$ cat src/rtl/sr_seq_pkg.sv
// Shared types and constants for the SR command sequencer.
package sr_seq_pkg;

    // Sequencer FSM states.
    typedef enum logic [2:0] {
        IDLE     = 3'd0,
        QUAL     = 3'd1,
        DRIVE    = 3'd2,
        GUARD    = 3'd3,
        WAIT_REL = 3'd4
    } state_e;

    // Direction latched for the command in flight.
    localparam logic DIR_SET = 1'b1;
    localparam logic DIR_CLR = 1'b0;

    // Largest value an unsigned counter of the given width can hold.
    function automatic int unsigned cnt_max(input int unsigned width);
        return (32'd1 << width) - 32'd1;
    endfunction

endpackage

$ cat src/rtl/sr_debounce_cnt.sv
// Saturating up-counter with synchronous clear. The done flag reports that
// the count being loaded on the coming edge equals THRESH, so the caller can
// change state on the same edge the threshold is reached.
module sr_debounce_cnt #(
    parameter int unsigned CNT_W  = 3,
    parameter int unsigned THRESH = 4
) (
    input  logic clk,
    input  logic rst,
    input  logic clr,
    input  logic inc,
    output logic done
);

    logic [CNT_W-1:0] cnt_q;
    logic [CNT_W-1:0] cnt_d;

    // Next count: clear wins over increment; increment saturates at all-ones.
    always_comb begin
        cnt_d = cnt_q;
        if (clr) begin
            cnt_d = '0;
        end else if (inc && (cnt_q != '1)) begin
            cnt_d = cnt_q + 1'b1;
        end
    end

    // Count register with synchronous reset.
    always_ff @(posedge clk) begin
        if (rst) begin
            cnt_q <= '0;
        end else begin
            cnt_q <= cnt_d;
        end
    end

    assign done = (cnt_d == THRESH[CNT_W-1:0]);

endmodule

$ cat src/rtl/sr_cmd_sequencer.sv
// Command sequencer for the master-slave SR flip-flop: debounces raw set/clear
// requests, issues one fixed-width S or R pulse per press, never drives S and
// R together, and tracks the expected flip-flop state in q_exp.
module sr_cmd_sequencer
    import sr_seq_pkg::*;
#(
    parameter int unsigned DEBOUNCE_CYCLES = 4,
    parameter int unsigned HOLD_CYCLES     = 2,
    parameter int unsigned CNT_W           = 3
) (
    input  logic clk,
    input  logic rst,
    input  logic set_req,
    input  logic clr_req,
    output logic s,
    output logic r,
    output logic busy,
    output logic q_exp,
    output logic conflict
);

    localparam int unsigned CNT_LIMIT = cnt_max(CNT_W);

    // Both thresholds must fit in the counters, which saturate rather than wrap.
    if (DEBOUNCE_CYCLES < 1 || DEBOUNCE_CYCLES > CNT_LIMIT) begin : g_bad_debounce
        $error("sr_cmd_sequencer: DEBOUNCE_CYCLES out of range 1..2^CNT_W-1");
    end
    if (HOLD_CYCLES < 1 || HOLD_CYCLES > CNT_LIMIT) begin : g_bad_hold
        $error("sr_cmd_sequencer: HOLD_CYCLES out of range 1..2^CNT_W-1");
    end

    state_e state_q;
    state_e state_d;
    logic   dir_q;
    logic   dir_d;

    logic   s_q;
    logic   s_d;
    logic   r_q;
    logic   r_d;
    logic   busy_q;
    logic   busy_d;
    logic   q_exp_q;
    logic   q_exp_d;
    logic   conflict_q;
    logic   conflict_d;

    logic   lone_req;
    logic   both_req;
    logic   latched_hi;
    logic   other_hi;
    logic   qual_clean;

    logic   dcnt_inc;
    logic   dcnt_clr;
    logic   dcnt_done;
    logic   hcnt_inc;
    logic   hcnt_clr;
    logic   hcnt_done;

    assign lone_req   = set_req ^ clr_req;
    assign both_req   = set_req & clr_req;
    assign latched_hi = (dir_q == DIR_SET) ? set_req : clr_req;
    assign other_hi   = (dir_q == DIR_SET) ? clr_req : set_req;
    assign qual_clean = latched_hi & ~other_hi;

    // The first accepted sample in IDLE already counts as one debounce sample.
    assign dcnt_inc = ((state_q == IDLE) && lone_req) || ((state_q == QUAL) && qual_clean);
    assign dcnt_clr = ~dcnt_inc;
    assign hcnt_inc = (state_q == DRIVE);
    assign hcnt_clr = ~hcnt_inc;

    sr_debounce_cnt #(
        .CNT_W  (CNT_W),
        .THRESH (DEBOUNCE_CYCLES)
    ) u_dcnt (
        .clk  (clk),
        .rst  (rst),
        .clr  (dcnt_clr),
        .inc  (dcnt_inc),
        .done (dcnt_done)
    );

    sr_debounce_cnt #(
        .CNT_W  (CNT_W),
        .THRESH (HOLD_CYCLES)
    ) u_hcnt (
        .clk  (clk),
        .rst  (rst),
        .clr  (hcnt_clr),
        .inc  (hcnt_inc),
        .done (hcnt_done)
    );

    // State and registered outputs; reset forces s/r low on the same edge.
    always_ff @(posedge clk) begin
        if (rst) begin
            state_q    <= IDLE;
            dir_q      <= DIR_CLR;
            s_q        <= 1'b0;
            r_q        <= 1'b0;
            busy_q     <= 1'b0;
            q_exp_q    <= 1'b0;
            conflict_q <= 1'b0;
        end else begin
            state_q    <= state_d;
            dir_q      <= dir_d;
            s_q        <= s_d;
            r_q        <= r_d;
            busy_q     <= busy_d;
            q_exp_q    <= q_exp_d;
            conflict_q <= conflict_d;
        end
    end

    // Next-state logic and direction latch.
    always_comb begin
        state_d = state_q;
        dir_d   = dir_q;
        unique case (state_q)
            IDLE: begin
                if (lone_req) begin
                    dir_d   = set_req ? DIR_SET : DIR_CLR;
                    state_d = dcnt_done ? DRIVE : QUAL;
                end
            end
            QUAL: begin
                if (other_hi || !latched_hi) begin
                    state_d = IDLE;
                end else if (dcnt_done) begin
                    state_d = DRIVE;
                end
            end
            DRIVE: begin
                if (hcnt_done) begin
                    state_d = GUARD;
                end
            end
            GUARD: begin
                state_d = WAIT_REL;
            end
            WAIT_REL: begin
                if (!set_req && !clr_req) begin
                    state_d = IDLE;
                end
            end
            default: begin
                state_d = IDLE;
            end
        endcase
    end

    // Output decode from the next state so every output is a plain register.
    always_comb begin
        s_d        = (state_d == DRIVE) && (dir_d == DIR_SET);
        r_d        = (state_d == DRIVE) && (dir_d == DIR_CLR);
        busy_d     = (state_d != IDLE);
        q_exp_d    = q_exp_q;
        if ((state_q == DRIVE) && hcnt_done) begin
            q_exp_d = dir_q;
        end
        conflict_d = ((state_q == IDLE) && both_req) || ((state_q == QUAL) && other_hi);
    end

    assign s        = s_q;
    assign r        = r_q;
    assign busy     = busy_q;
    assign q_exp    = q_exp_q;
    assign conflict = conflict_q;

endmodule

$ cat config.mk
export PLATFORM = sky130hd
export DESIGN_NAME = sr_cmd_sequencer
export DESIGN_NICKNAME = d
export VERILOG_FILES = /design/src/rtl/sr_seq_pkg.sv /design/src/rtl/sr_debounce_cnt.sv /design/src/rtl/sr_cmd_sequencer.sv
export SDC_FILE = /design/constraint.sdc
export NUM_CORES = 1
export LEC_CHECK = 0
export CORE_MARGIN = 4
export CORE_UTILIZATION = 50
export CTS_BUF_LIST = sky130_fd_sc_hd__clkbuf_8
export DETAILED_ROUTE_END_ITERATION = 10
export PLACE_DENSITY = 0.88
export SYNTH_ARGS = -nofsm -noshare
export SYNTH_HDL_FRONTEND = slang
export SYNTH_SLANG_ARGS = --single-unit
$ cat constraint.sdc
create_clock -name clk -period 2.1 [get_ports clk]
set_clock_uncertainty 0.15 [all_clocks]
set_input_delay 0.21 -clock clk [delete_from_list [all_inputs] [get_ports clk]]
set_output_delay 0.21 -clock clk [all_outputs]
set_load 0.1 [all_outputs]
==> results.json <==
{
  "outcome": "completed",
  "worst-r2r-setup-slack_ps": 90,
  "final.fill_count": 113,
  "power.combinational.fraction": 0.164,
  "synth_async_sr_flop_share": 0,
  "max-cap-violations": 0,
  "port_buffers": 8,
  "post_synth_num_cell_types": 28,
  "static-leakage-power_uw": 0.000412,
  "post_synth_main_area_contributors": "dfxtp_1, ha_1, mux2i_1",
  "final.period_utilization": 0.956,
  "cts.clk_slew.worst_paths_ps": 60,
  "internal_power_uw": 467,
  "crit_chain": "ha_4 > ha_4 > or3b_4 > a2111o_1 > nor4bb_2",
  "pin_count_of_the_biggest_net_entering_global_routing": 12,
  "die_height_microns": 46.4,
  "cts_hold_repair.buffers": 0,
  "rsz0062_at_grt": "no",
  "worst-slew-pin-transition_ps": 368,
  "hpwlAfterDp_microns": 1090,
  "rows": 13,
  "timing.rr.start": "u_hcnt.cnt_q[1]",
  "p_seq_frac": 0.488,
  "layout_cell_share_with_drive_strength_beyond_1": 0.240,
  "grt_remaining_overflow": 0,
  "placed_cells_incl_taps": 107,
  "floorplan.initialDensity": 0.547,
  "worst_ir_drop_vdd_uv": 545,
  "yosys.area.top_type_share": 0.407,
  "share_clk_of_total_power": 0.349,
  "post-layout-total-power_uw": 643,
  "period_needed_ps": 2010,
  "antenna_violating_nets_post_route": 0,
  "die_w_microns": 46.4,
  "vias_in_the_first_global_route": 610,
  "hold_ws_ps": 354,
  "gr-usage-all-layers": 0.166,
  "synth_top_area_cell": "dfxtp_1",
  "hold_class": "flip-flop to flip-flop",
  "critPathSlowestCell": "a2111o_1",
  "syn_avg_cell_area_sq_um": 9.34,
  "cts_tree": "done",
  "cts_setup_buffers": 0,
  "hold_violations": 0,
  "cp.arrival_ps": 1970,
  "clock_sinks": 15,
  "timing.critical_path.to": "s",
  "core_region_area_sq_mm": 0.00135,
  "yosys_warnings": 0,
  "final_standard_cell_count_with_taps_included_and_fillers_excluded": 111,
  "synth.cells.most_frequent": "dfxtp_1, nor2_1, ha_1",
  "num_vias": 616,
  "most_instantiated_library_cell_after_synthesis": "dfxtp_1",
  "cts_max_path_buffers": 2,
  "antennaDiodeCount": 0,
  "timing.max_slew.rel_slack": 0.754,
  "drc": 0,
  "yosysSeqAreaShare": 0.407,
  "power.share.switching": 0.275,
  "worst_r2r_endpoint": "s",
  "clk_root_buffer_cell": "clkbuf_8",
  "antenna_found_initial": 0,
  "die_area_sq_mm": 0.00216,
  "pin_count": 9,
  "net-switching-power_uw": 177,
  "powerDensity_mw_per_mm2": 672,
  "crit_top_cell": "ha_4",
  "synthesis.instances": 79,
  "total_clock_buffers_created_by_cts": 3,
  "timing.critical_path.to_type": "flip-flop",
  "path_class": "flip-flop to flip-flop",
  "synthesized_cell_area_sq_um": 738,
  "ff2ff_path_depth": 5,
  "maxSlewViolCount": 0,
  "layout-area-overhead-vs-synth_pct": 29.7,
  "drt_iter0_drc": 12,
  "yosys_most_used_dff": "dfxtp_1",
  "finalWirelength_microns": 1520,
  "htreeDepth": 1,
  "final.setup.tns_ps": 0,
  "detailedRoute.firstPassIterationCount": 4,
  "hold_start": "q_exp",
  "postSynthNetCount": 89,
  "num-nets-final": 107,
  "timing.critical_path.from": "u_hcnt.cnt_q[1]",
  "ys_ff_latch": 15,
  "setup.worst_path.start_class": "flip-flop",
  "timing.critical_path.slowest_cell_delay_ps": 440,
  "worst_ep_required_time_ps": 2070,
  "grt_first_pass_wirelength_microns": 2550,
  "clk-insertion-delay-late_ps": 240,
  "max_clock_freq_mhz": 498,
  "gp_routability_congestion": 0.827,
  "timing.final.setup_violations": 0,
  "routed_via_density": 5.55,
  "synth-edff-count": 0,
  "cp_max_fo": 4,
  "routed_wire_length_per_instance_microns": 13.7
}
## power groups by stage
stage                     sequential [uW]  combinational (uW)  clock [uW]
after global placement                318                 100           0
final                                 314                 105         224
after floorplan                       342                50.6           0
after detailed placement              320                 102           0
after CTS                             313                 103         231
after global routing                  316                 115         244
## critical path, delay by kind of cell, from the launching register on
family	cells	cell delay, ps
compound gates	1	440
fa+ha+maj	2	390
flops	1	340
simple gates	2	570
## logic make-up after synthesis
logic type	share of synthesized area
AND/OR/NAND/NOR	0.239
multiplexers	0.0831
XOR/XNOR	0.0237
flip-flops	0.407
buffers and inverters	0.0305
adder cells (fa/ha/maj)	0.102
AO/OA/AOI/OAI	0.115
## routing by layer
metal | GRT usage | vias to the layer above | share of wire
li1 | - | 316 | -
met4 | 0.0511 | 0 | 0.019
met5 | 0 | - | 0
met3 | 0.0391 | 4 | 0.063
met2 | 0.286 | 24 | 0.45
met1 | 0.202 | 272 | 0.46
## worst min-delay path by stage
| stage | to | slack (ps) | cells after the start |
|---|---|---|---|
| 2_1_floorplan | dir_q | 250 | 2 |
| 4_1_cts | q_exp | 380 | 2 |
| 5_1_grt | q_exp | 430 | 2 |
| 3_5_place_dp | q_exp | 340 | 2 |
| 3_3_place_gp | q_exp | 340 | 2 |
| 6_report | q_exp | 350 | 2 |
## registers in the layout (all words and copies together), names as in the netlist
signal	cells
busy	1
conflict	1
dir_q	1
q_exp	1
r	1
s	1
state_q	3
u_dcnt.cnt_q	3
u_hcnt.cnt_q	3
## cell type report
cell class              instances  area, sq um  area share
flip-flops and latches         15          303       0.316
repair buffers                 15          120       0.125
clock buffers                   3         41.3      0.0431
multi-input cells              58          455       0.476
clock inverters                 1         3.75     0.00392
well taps                      15         18.8      0.0196
inverters                       4         15.0      0.0157
## timing repair
action | in CTS | in global routing
pin swaps | 4 | 2
gates resized for setup | 6 | 2
endpoints found under the setup margin | 2 | 2
## placed cells by master, fill, tap and decap left out, types with 2 or more instances in the layout
cell type,Yosys,routed
dfxtp_1,15,13
buf_4,0,12
nor2_1,10,10
inv_1,4,5
mux2i_1,5,5
nand2b_1,4,4
a21oi_1,4,4
ha_1,6,4
nand2_1,3,3
clkbuf_8,0,3
clkdlybuf4s50_1,0,3
o211ai_1,2,2
nor3_1,2,2
a31oi_1,2,2
or3b_1,2,2
nand3_1,2,2
xor2_1,2,2
ha_4,0,2
dfxtp_2,0,2
## stage by stage
step            util  setup WS [ps]  instance area [sq um]
2_1_floorplan      -           3.28                    738
3_5_place_dp   0.644           -113                    870
6_report       0.709           92.9                    957
5_1_grt        0.709           11.3                    957
4_1_cts        0.700           35.8                    945
3_3_place_gp   0.644          -17.4                    870
Power figures use the tool's default switching activity.
==> edit: new RTL, config.mk and constraints unchanged <==
Remove the register `busy_q`: a continuous assignment takes its place, so the output `busy` follows one clock earlier.
--- a/src/rtl/sr_cmd_sequencer.sv
+++ b/src/rtl/sr_cmd_sequencer.sv
@@ -99,7 +99,6 @@
             dir_q      <= DIR_CLR;
             s_q        <= 1'b0;
             r_q        <= 1'b0;
-            busy_q     <= 1'b0;
             q_exp_q    <= 1'b0;
             conflict_q <= 1'b0;
         end else begin
@@ -107,11 +106,12 @@
             dir_q      <= dir_d;
             s_q        <= s_d;
             r_q        <= r_d;
-            busy_q     <= busy_d;
             q_exp_q    <= q_exp_d;
             conflict_q <= conflict_d;
         end
     end
+
+    assign busy_q = busy_d;
 
     // Next-state logic and direction latch.
     always_comb begin
Formal check against the unedited RTL: not equivalent (Yosys sat finds a counterexample within 4 cycles, from zero or initial values and one cycle with rst high).
==> edit against the original RTL <==
Routed wire length decreased by 5.5%; cell area decreased by 1.2%; worst setup slack improved by 120 ps; worst hold slack got worse by 33 ps; area after synthesis unchanged; first-iteration DRC count decreased by 50%; global-route usage decreased by 0.96 points; largest cell class unchanged; core utilization decreased by 0.83 points; sequential cell count decreased by 1; final cell count decreased by 3.6%.
Power is not compared: it rests on default switching activity, and its combinational part moved more than twofold at a synthesized area within 25%.
==> edit: results (changes against the original RTL) <==
antenna cells 0 (unchanged); DR pass1 iterations 4 (unchanged); global-route wire length before repair 2435 um (-4.6%); max_slew headroom 75.60% (+0.19 points); vias 590 (-4.2%); Top Family by Delay on Critical Path simple AND/OR/NAND/NOR gates; sequential power 340 uW; status finished clean; Gate Count Post-Synth 78 (-1.3%); Top Registers state_q x3, u_dcnt.cnt_q x3, u_hcnt.cnt_q x3; Detail Route Antenna Nets 0 (unchanged); Final nets 104 (-2.8%); Ys Warns 0 (unchanged); share of post-route cells with drive strength above 1 29.35% (+5.4 points); Reg clk slew, reported paths 50 ps; P_sw 372.8 uW; max layer used met3; Synth top cells by count dfxtp_1 (14), nor2_1 (12), ha_1 (6), mux2i_1 (6), inv_1 (5); buffers added on ports 8 (unchanged); static leakage 0.0004192 uW; Num CTS Buffers 3 (unchanged); Synth Flop Type dfxtp_1; initial antenna violation count 0 (unchanged); met2 GRT Util 27.20% (-1.4 points); Metal-1 WL 602 um (-14%); M3 GR Usage 5.859% (+2.0 points); CP max stage cell dfxtp_1; clk buf depth 2 (unchanged); IR drop worst, VDD 0.7773 mV; Crit path largest cell delay 370 ps (-70 ps); initial DRC count 6 (-6); Fill cells 112 (-0.88%); routability cong. 0.9021 (+9.1%); Net Count, Synth 88 (-1.1%); Crit path arrival time 1880 ps (-90 ps); post-synthesis async set-or-reset flop share 0% (unchanged); GR Util met1 17.65% (-2.6 points); DP Wirelength 1046 um (-3.9%); Hold Path Class in -> reg; largest net degree at the start of global routing 12 (unchanged); register area 281.5 sq um (-7.0%); CP max FO 5 (+1); Clock Latency Late Sink 240 ps (about the same); dpl ws -99.83 ps (+12.99 ps); vias in the first global route 618 (+1.3%); DP Area 858.3 sq um (-1.3%); Netlist cell types 29 (+3.6%); H-tree levels 1 (unchanged); length of routed met3 wiring 72 um (-25%); sequential share of the synthesized area 37.97% (-2.7 points); clock network power share 21.8%; met2 WL post-DR 758 um (+10%); CTS Root Cell clkbuf_8; Comb pwr share 42.7%; top cells by area, synth dfxtp_1 (38%), ha_1 (10%), mux2i_1 (8.1%), nor2_1 (6.1%), nand2b_1 (3.4%); GRT Total Usage 15.68% (-0.96 points); post-route insts no fill 107 (-3.6%); WL per Instance 13.39 um (-1.9%)
-- edit: final timing paths --
path,from,end,slack [ps],cells after the start
worst max-delay path,u_hcnt.cnt_q[0],r,210,6
worst min register to register,q_exp,q_exp,350,2
worst max register to register,u_hcnt.cnt_q[0],r,210,6
worst min-delay path,set_req,r,320,5
-- edit: cells by family (layout without fill, tap and decap cells) --
group | count (synthesis) | in the layout | synth area share (%)
mux | 6 | 6 | 8.136
buf+inv | 7 | 21 | 3.728
simple gates | 33 | 33 | 25.93
compound gates | 10 | 10 | 11.70
flops | 14 | 14 | 37.97
xor+xnor | 2 | 2 | 2.373
fa+ha+maj | 6 | 6 | 10.17
-- edit: final cells by class --
class,instances,share of cell area [%]
clock buffer,3,4.365
inverter,5,1.984
multi-input combinational,57,48.94
sequential,14,29.76
tap,15,1.984
timing repair buffer,13,12.96
-- edit: timing repair --
action | CTS | global route
pin swaps | 1 | 2
resized for setup | 2 | 9
hold endpoints to repair | 0 | 0
setup endpoints to repair | 1 | 4
setup buffers | 0 | 1
